--- config.mk ---
export PLATFORM = sky130hd
export DESIGN_NAME = store_wb_unit
export DESIGN_NICKNAME = d
export VERILOG_FILES = /design/src/rtl/store_pkg.sv /design/src/rtl/store_fifo.sv /design/src/rtl/store_wb_unit.sv
export SDC_FILE = /design/constraint.sdc
export NUM_CORES = 2
export LEC_CHECK = 0
export BUFFER_PORTS_ARGS = -buffer_cell sky130_fd_sc_hd__buf_2
export CAP_MARGIN = 20
export CORE_ASPECT_RATIO = 2
export CORE_MARGIN = 4
export CORE_UTILIZATION = 36
export CTS_BUF_LIST = sky130_fd_sc_hd__clkbuf_2
export CTS_CLUSTER_DIAMETER = 120
export CTS_CLUSTER_SIZE = 30
export DETAILED_ROUTE_END_ITERATION = 10
export GPL_TIMING_DRIVEN = 0
export SYNTH_ARGS = -nofsm -noshare
export SYNTH_HDL_FRONTEND = slang
export SYNTH_HIERARCHICAL = 1
export SYNTH_SLANG_ARGS = --single-unit
--- constraint.sdc ---
create_clock -name clk -period 10.05 [get_ports clk]
set_input_delay 2.5125 -clock clk [delete_from_list [all_inputs] [get_ports clk]]
set_output_delay 2.5125 -clock clk [all_outputs]
set_load 0.005 [all_outputs]
--- src/rtl/store_pkg.sv ---
// Shared types and helpers for the store write-back unit: size codes,
// store-buffer entry layout and the byte-enable lookup.
package store_pkg;

  localparam int XLEN  = 64;
  localparam int IDX_W = 16;  // room for word indices of any practical DEPTH

  typedef enum logic [1:0] {
    SZ_B = 2'b00,
    SZ_H = 2'b01,
    SZ_W = 2'b10,
    SZ_D = 2'b11
  } size_e;

  typedef struct packed {
    logic [IDX_W-1:0] idx;
    logic [7:0]       be;
    logic [XLEN-1:0]  data;
  } store_entry_t;

  function automatic logic [7:0] be_lookup(input size_e sz);
    logic [7:0] be;
    case (sz)
      SZ_B:    be = 8'h01;
      SZ_H:    be = 8'h03;
      SZ_W:    be = 8'h0F;
      default: be = 8'hFF;
    endcase
    return be;
  endfunction

endpackage

--- src/rtl/store_fifo.sv ---
// Synchronous FIFO used as the store buffer; head entry is visible
// combinationally on dout so the drain can write it in the same cycle.
module store_fifo #(
  parameter int W     = 8,
  parameter int DEPTH = 4
) (
  input  logic                       clk,
  input  logic                       rst_n,
  input  logic                       push,
  input  logic                       pop,
  input  logic [W-1:0]               din,
  output logic [W-1:0]               dout,
  output logic                       full,
  output logic                       empty,
  output logic [$clog2(DEPTH):0]     count
);

  localparam int PW = $clog2(DEPTH);
  localparam int CW = PW + 1;

  logic [W-1:0]  buf_mem [DEPTH];
  logic [PW-1:0] wr_ptr_reg;
  logic [PW-1:0] rd_ptr_reg;
  logic [CW-1:0] count_reg;
  logic          do_push;
  logic          do_pop;

  assign full    = (count_reg == CW'(DEPTH));
  assign empty   = (count_reg == '0);
  assign count   = count_reg;
  assign do_push = push && !full;
  assign do_pop  = pop && !empty;
  assign dout    = buf_mem[rd_ptr_reg];

  always_ff @(posedge clk) begin
    if (do_push) buf_mem[wr_ptr_reg] <= din;
  end

  // Pointers wrap naturally because DEPTH is a power of two.
  always_ff @(posedge clk or negedge rst_n) begin
    if (!rst_n) begin
      wr_ptr_reg <= '0;
      rd_ptr_reg <= '0;
      count_reg  <= '0;
    end else begin
      if (do_push) wr_ptr_reg <= wr_ptr_reg + PW'(1);
      if (do_pop)  rd_ptr_reg <= rd_ptr_reg + PW'(1);
      case ({do_push, do_pop})
        2'b10:   count_reg <= count_reg + CW'(1);
        2'b01:   count_reg <= count_reg - CW'(1);
        default: count_reg <= count_reg;
      endcase
    end
  end

endmodule

--- src/rtl/store_wb_unit.sv ---
// Store write-back unit: checks stores, formats byte lanes, buffers them and
// drains one per cycle into a 64-bit-word data memory with a registered read port.
module store_wb_unit
  import store_pkg::*;
#(
  parameter int DEPTH      = 32,
  parameter int FIFO_DEPTH = 4,
  parameter int AW         = $clog2(DEPTH)
) (
  input  logic            clk,
  input  logic            rst_n,
  input  logic            st_valid,
  output logic            st_ready,
  input  logic [63:0]     st_addr,
  input  logic [63:0]     st_data,
  input  logic [1:0]      st_size,
  input  logic            mem_busy,
  input  logic            rd_en,
  input  logic [AW-1:0]   rd_addr,
  output logic [63:0]     rd_data,
  output logic            empty,
  output logic            st_err,
  output logic [7:0]      err_cnt
);

  localparam int EW = $bits(store_entry_t);
  localparam int CW = $clog2(FIFO_DEPTH) + 1;

  size_e         sz;
  logic [2:0]    off;
  logic          misaligned;
  logic          out_of_range;
  logic          accept;
  logic          push;
  logic          pop;
  logic          fifo_full;
  logic          ready_en_reg;
  logic          st_err_reg;
  logic [7:0]    err_cnt_reg;
  logic [63:0]   rd_data_reg;
  store_entry_t  push_entry;
  store_entry_t  head;
  logic [CW-1:0] unused_fifo_count;
  logic          unused_idx;
  logic [63:0]   mem [DEPTH];

  assign sz  = size_e'(st_size);
  assign off = st_addr[2:0];

  always_comb begin
    misaligned = 1'b0;
    case (sz)
      SZ_B:    misaligned = 1'b0;
      SZ_H:    misaligned = st_addr[0];
      SZ_W:    misaligned = |st_addr[1:0];
      default: misaligned = |st_addr[2:0];
    endcase
  end

  assign out_of_range = (st_addr[XLEN-1:3] >= (XLEN-3)'(DEPTH));
  assign accept       = st_valid && st_ready;
  assign push         = accept && !misaligned && !out_of_range;
  assign pop          = !empty && !mem_busy;

  assign push_entry.idx  = IDX_W'(st_addr[AW+2:3]);
  assign push_entry.be   = be_lookup(sz) << off;
  assign push_entry.data = st_data << {off, 3'b000};

  // ready_en keeps st_ready low until the first edge after reset release.
  assign st_ready = ready_en_reg && !fifo_full;
  assign st_err   = st_err_reg;
  assign err_cnt  = err_cnt_reg;
  assign rd_data  = rd_data_reg;
  assign unused_idx = ^head.idx[IDX_W-1:AW];

  store_fifo #(
    .W     (EW),
    .DEPTH (FIFO_DEPTH)
  ) u_fifo (
    .clk   (clk),
    .rst_n (rst_n),
    .push  (push),
    .pop   (pop),
    .din   (push_entry),
    .dout  (head),
    .full  (fifo_full),
    .empty (empty),
    .count (unused_fifo_count)
  );

  always_ff @(posedge clk or negedge rst_n) begin
    if (!rst_n) begin
      ready_en_reg <= 1'b0;
      st_err_reg   <= 1'b0;
      err_cnt_reg  <= '0;
    end else begin
      ready_en_reg <= 1'b1;
      st_err_reg   <= accept && (misaligned || out_of_range);
      if (accept && (misaligned || out_of_range) && err_cnt_reg != 8'hFF)
        err_cnt_reg <= err_cnt_reg + 8'd1;
    end
  end

  always_ff @(posedge clk) begin
    if (pop) begin
      for (int b = 0; b < 8; b++) begin
        if (head.be[b]) mem[head.idx[AW-1:0]][b*8 +: 8] <= head.data[b*8 +: 8];
      end
    end
  end

  // Read sees pre-write contents when it collides with a drain write.
  always_ff @(posedge clk or negedge rst_n) begin
    if (!rst_n)     rd_data_reg <= '0;
    else if (rd_en) rd_data_reg <= mem[rd_addr];
  end

endmodule

# Yosys cells after proc, flatten, opt, wreduce, memory -nomap -nowiden
# Memories as Yosys holds them, arrays and structs flattened. A register that Yosys moved wholly into a read port is not among the register bits.
# Cells that the tools add are included.
[op_classes]
shift = 2
n_eq_ne = 6
n_div = 0
reduce_logical = 21
n_addsub = 5
n_bitwise = 0
mux = 29
magnitude_cmp = 1
mul = 0
[ops]
columns = ["op", "count"]
rows = [
  ["64-bit by 6-bit << shifter with 64-bit output", 1],
  ["61-bit by 6-bit >= comparator with 1-bit output, second input constant", 1],
  ["1-bit 2-to-1 mux", 26],
  ["8-bit case mux with 3 select lines", 1],
  ["1-bit logical AND", 9],
  ["8-bit by 1-bit adder with 8-bit output, second input constant", 1],
  ["8-bit != test, second input constant", 1],
  ["8-bit by 3-bit << shifter with 8-bit output", 1],
  ["1-bit zero test", 6],
  ["3-bit case mux with 2 select lines", 1],
  ["2-bit by 1-bit adder with 2-bit output, second input constant", 2],
  ["2-bit by 1-bit == test with 1-bit output, second input constant", 2],
  ["2-bit == test, second input constant", 2],
  ["3-bit by 1-bit adder with 3-bit output, second input constant", 1],
  ["3-bit == test, second input constant", 1],
  ["3-bit zero test", 1],
  ["1-bit case mux with 3 select lines", 1],
  ["3-bit OR reduction", 1],
  ["3-bit by 1-bit subtractor with 3-bit output, second input constant", 1],
  ["2-bit zero test", 1],
  ["2-bit nonzero test", 1],
  ["2-bit OR reduction", 1],
  ["1-bit logical OR", 1],
]
[word_totals]
romBits = 0
latch_bits = 0
in_bits = 140
regBits = 17
mem_count = 2
wordCells = 72
mem_bits_rw = 2356
[memory_table]
columns = ["name", "words", "word_bits", "rd", "rd_ports_with_merged_regs", "wr", "line_no", "source"]
rows = [
  ["mem", 32, 64, 1, 1, 1, "store_wb_unit.sv:45", "logic [63:0] mem [DEPTH];"],
  ["u_fifo.buf_mem", 4, 77, 1, 0, 1, "store_fifo.sv:21", "logic [W-1:0] buf_mem [DEPTH];"],
]

# Logic depth before layout (Yosys ltp)
[depth]
ltp_word = 9
mapped_depth = 14
mapped_depth_nobuf = 13

# Hierarchy
# Netlist, hierarchy kept.
[modules_own_cells]
columns = ["module", "cells_per_inst", "area_each_um2", "seq_area_each_um2", "n_inst"]
rows = [
  ["store_wb_unit", 4038, 83093.4, 63350.8, 1],
  ["store_fifo", 497, 13217.7, 10745.3, 1],
]

# Worst setup path before layout
# OpenSTA, ideal clock, no wires.
[synth_path]
path_kind = "input-to-reg"
start = "input st_addr[18]"
end = "memory u_fifo/buf_mem[0][0] (netlist name) (enable)"
path_stages = 7
required_ns = 9.594
slack_ns = 3.971
arrival_time_ns = 5.623
path_cell_list = "nor4_1 > nand4_1 > a211oi_1 > nand2_1 > nor2_1 > nor2b_2 > and2_1"
[synth_between]
elab_chain_len = 6
[synth_lines]
columns = ["item", "line_no", "source"]
rows = [
  ["from (decl)", "store_wb_unit.sv:14", "input logic [63:0] st_addr,"],
  ["61-bit by 6-bit >= comparator with 1-bit output", "store_wb_unit.sv:60", "assign out_of_range = (st_addr[XLEN-1:3] >= (XLEN-3)'(DEPTH));"],
  ["1-bit zero test", "store_wb_unit.sv:62", "assign push = accept && !misaligned && !out_of_range;"],
  ["1-bit logical AND", "store_wb_unit.sv:62", ""],
  ["named net push", "store_wb_unit.sv:34", "logic push;"],
  ["1-bit logical AND", "store_fifo.sv:31", "assign do_push = push && !full;"],
  ["1-bit 2-to-1 mux", "store_fifo.sv:36", "if (do_push) buf_mem[wr_ptr_reg] <= din;"],
  ["1-bit 2-to-1 mux (implied by the code)", "store_fifo.sv:36", ""],
  ["to (decl)", "store_fifo.sv:21", ""],
]
# The timed path passes the listed nets, and every way through them passes these cells.

# Final worst setup path
[layout_path]
start = "register u_fifo.count_reg[0], in the netlist u_fifo/count[0]"
end = "output st_ready"
[layout_between]
elab_chain_len = 3
[layout_lines]
columns = ["item", "line_no", "source"]
rows = [
  ["from (decl)", "store_fifo.sv:24", "logic [CW-1:0] count_reg;"],
  ["from (signal assigned)", "store_fifo.sv:49", "2'b10: count_reg <= count_reg + CW'(1);"],
  ["from (signal assigned)", "store_fifo.sv:50", "2'b01: count_reg <= count_reg - CW'(1);"],
  ["from (signal assigned)", "store_fifo.sv:51", "default: count_reg <= count_reg;"],
  ["3-bit == test", "store_fifo.sv:28", "assign full = (count_reg == CW'(DEPTH));"],
  ["named net fifo_full", "store_wb_unit.sv:36", "logic fifo_full;"],
  ["1-bit zero test", "store_wb_unit.sv:70", "assign st_ready = ready_en_reg && !fifo_full;"],
  ["1-bit logical AND", "store_wb_unit.sv:70", ""],
  ["to (decl)", "store_wb_unit.sv:13", "output logic st_ready,"],
]
# The timed path passes the listed nets, and every way through them passes these cells.

==> flow_summary.toml <==
[place]
dpl.hpwl_mm = 235
globalplace.congestion = 0.974
io_buffer_count = 207
numPlacedInstances = 8250

[sta]
finalSetupViolations = 0
tns_ns = 0
fmax_mhz = 187
rsz_0062_raised_after_global_routing = "false"
finalCritPeriodShare = 0.532
worst_slew_pin_slew_ns = 1.27
final-hold-violation-count = 0
maxSlewHeadroom = 0.153
slew_violations = 0
finalWorstPathRequiredPeriod_ns = 5.35
clock_skew_ns = 0.215
fin_worst_hold_slack_ns = 0.531

[floorplan]
floorplan.io_pins = 215
die-height_um = 733
floorplan.initialDensity = 0.361
fp.dieArea_um2 = 272000
rows = 266
floorplan.core_area_um2 = 262000
dieWidth_um = 371

[global_route]
gr_busiest_metal = "met2"
via_count_of_the_first_global_routing_pass = 49200
grt_usage = 0.230
global_route.overflow_total = 0
grt_max_degree = 54
gr-usage-met3 = 0.0400
grt_first_pass_wirelength_mm = 421
antenna_violations_before_repair = 16
use_met2 = 0.417
gr-usage-met1 = 0.232

[worst_setup_path]
critical_path_class = "flop to output pin"
critical_path.max_stage_delay_ns = 0.56
critPathMaxFanout = 5
critical_path.slowest_cell = "dfrtp_1"
worstPathRequired_ns = 7.54
worstPathCellList = "nor3b_2, nor2b_1, buf_2"
timing.critical_path.from_type = "flop"
rr_worst_depth = 6
worstSetupStartpoint = "u_fifo/count[0]"
critPathBufInv = 1
worst_r2r_startpoint = "u_fifo/rd_ptr_reg[0]"
total_stage_count_of_the_critical_path = 3
endpoint_kind = "output pin"
crit_family = "flip-flops"
cp.arrival_ns = 2.83

[logic_synthesis]
yosys_warnings = 6
synth_cells = 4479
synth_area_um2 = 94700
avgSynthCellArea_um2 = 21.2
synth_fp_nets = 4626

[clocking]
cts-hold-fix-buffers = 0
htree_num_levels = 3
cts_resized = 0
clock_path_buffers = 3
cts_root_buf = "clkbuf_2"
post-cts-setup-buffer-count = 0
clk-insertion-delay-late_ns = 1.79
cts_tree = "built"
cts.clk_slew.worst_paths_ns = 0.58
tritoncts.num_buffers = 91
cts_sinks = 2437

[routing]
drt-pass1-iter-count = 6
post_drt_wl_per_cell_um = 37.4
antenna_left = 0
finalWirelength_mm = 316
post_drt_via_cell_ratio = 5.74
drcViolationCount = 0
drtIter0Drc = 6120
vias = 48500

[finish]
final_cells = 8456
mostFrequentLayoutCells = "edfxtp_1 (2356), mux4_2 (584), nor2_1 (359)"
n_fill_cell = 23700
mostFrequentLayoutCell = "edfxtp_1"
post_route_cells_drive_above_1_share = 0.251
nNetsFinal = 5024
area.growth.synth_to_final_pct = 8.47
largest_reg_flops = 2048

[power]
ir_worst_vdd_mv = 0.124
p_leak_nw = 31.4
total_power_draw_mw = 20.0
power_per_cell_area_nw_per_um2 = 194

[hold_path]
min_path_cells = 1
min_path_type = "flop to flop"
worst_min_path_start = "err_cnt[5]"

[run_status]
outcome = "finished, final reports clean"

[run]
max-cap-violations = 0
[stage by stage]
stage / setup slack [ns] / instance area (um^2) / utilization
finish: 4.70 / 103000 / 0.392
global route: 4.51 / 103000 / 0.392
CTS: 4.48 / 102000 / 0.390
floorplan: 4.23 / 94700 / -
global placement: 2.20 / 100000 / 0.382
detailed placement: 4.06 / 102000 / 0.387
[report_power, final]
part / internal, mW / switching [mW] / total [mW]
clock network: 0.421 / 2.86 / 3.28
logic: 0.982 / 2.91 / 3.89
registers: 12.7 / 0.134 / 12.8
total: 14.1 / 5.90 / 20.0
[final cells by class]
type,instances,area (um^2),area share
Antenna cell,18,45.0,0.000438
Buffer,260,1440,0.0140
Inverter,12,45.0,0.000438
Clock buffer,164,821,0.00799
Multi-Input combinational cell,1770,20500,0.200
Tap cell,3484,4360,0.0424
Sequential cell,2437,72800,0.708
Timing Repair Buffer,305,2680,0.0261
Clock inverter,6,51.3,0.000499
[final timing paths]
kind | end | slack (ns)
max | st_ready | 4.70
min | err_cnt[5] | 0.53
max reg2reg | mem[0][33] | 5.62
min reg2reg | err_cnt[5] | 0.53
max in group asynchronous | rd_data[62] | 8.56
min in group asynchronous | err_cnt[5] | 0.58
[layer usage]
layer | part of all wire | vias up
li1 | - | 19300
met1 | 0.31 | 25900
met2 | 0.53 | 2614
met3 | 0.069 | 734
met4 | 0.091 | 8
met5 | 0.00020 | -
[worst register-to-register path, stage by stage (launching register included)]
cell	delay, ns
dfrtp_1	0.45
buf_6	0.26
buf_12	0.18
mux4_2	0.62
nor2_1	0.49
nand2_1	0.87
nor2_1	1.14
(Power assumes the default switching activity.)
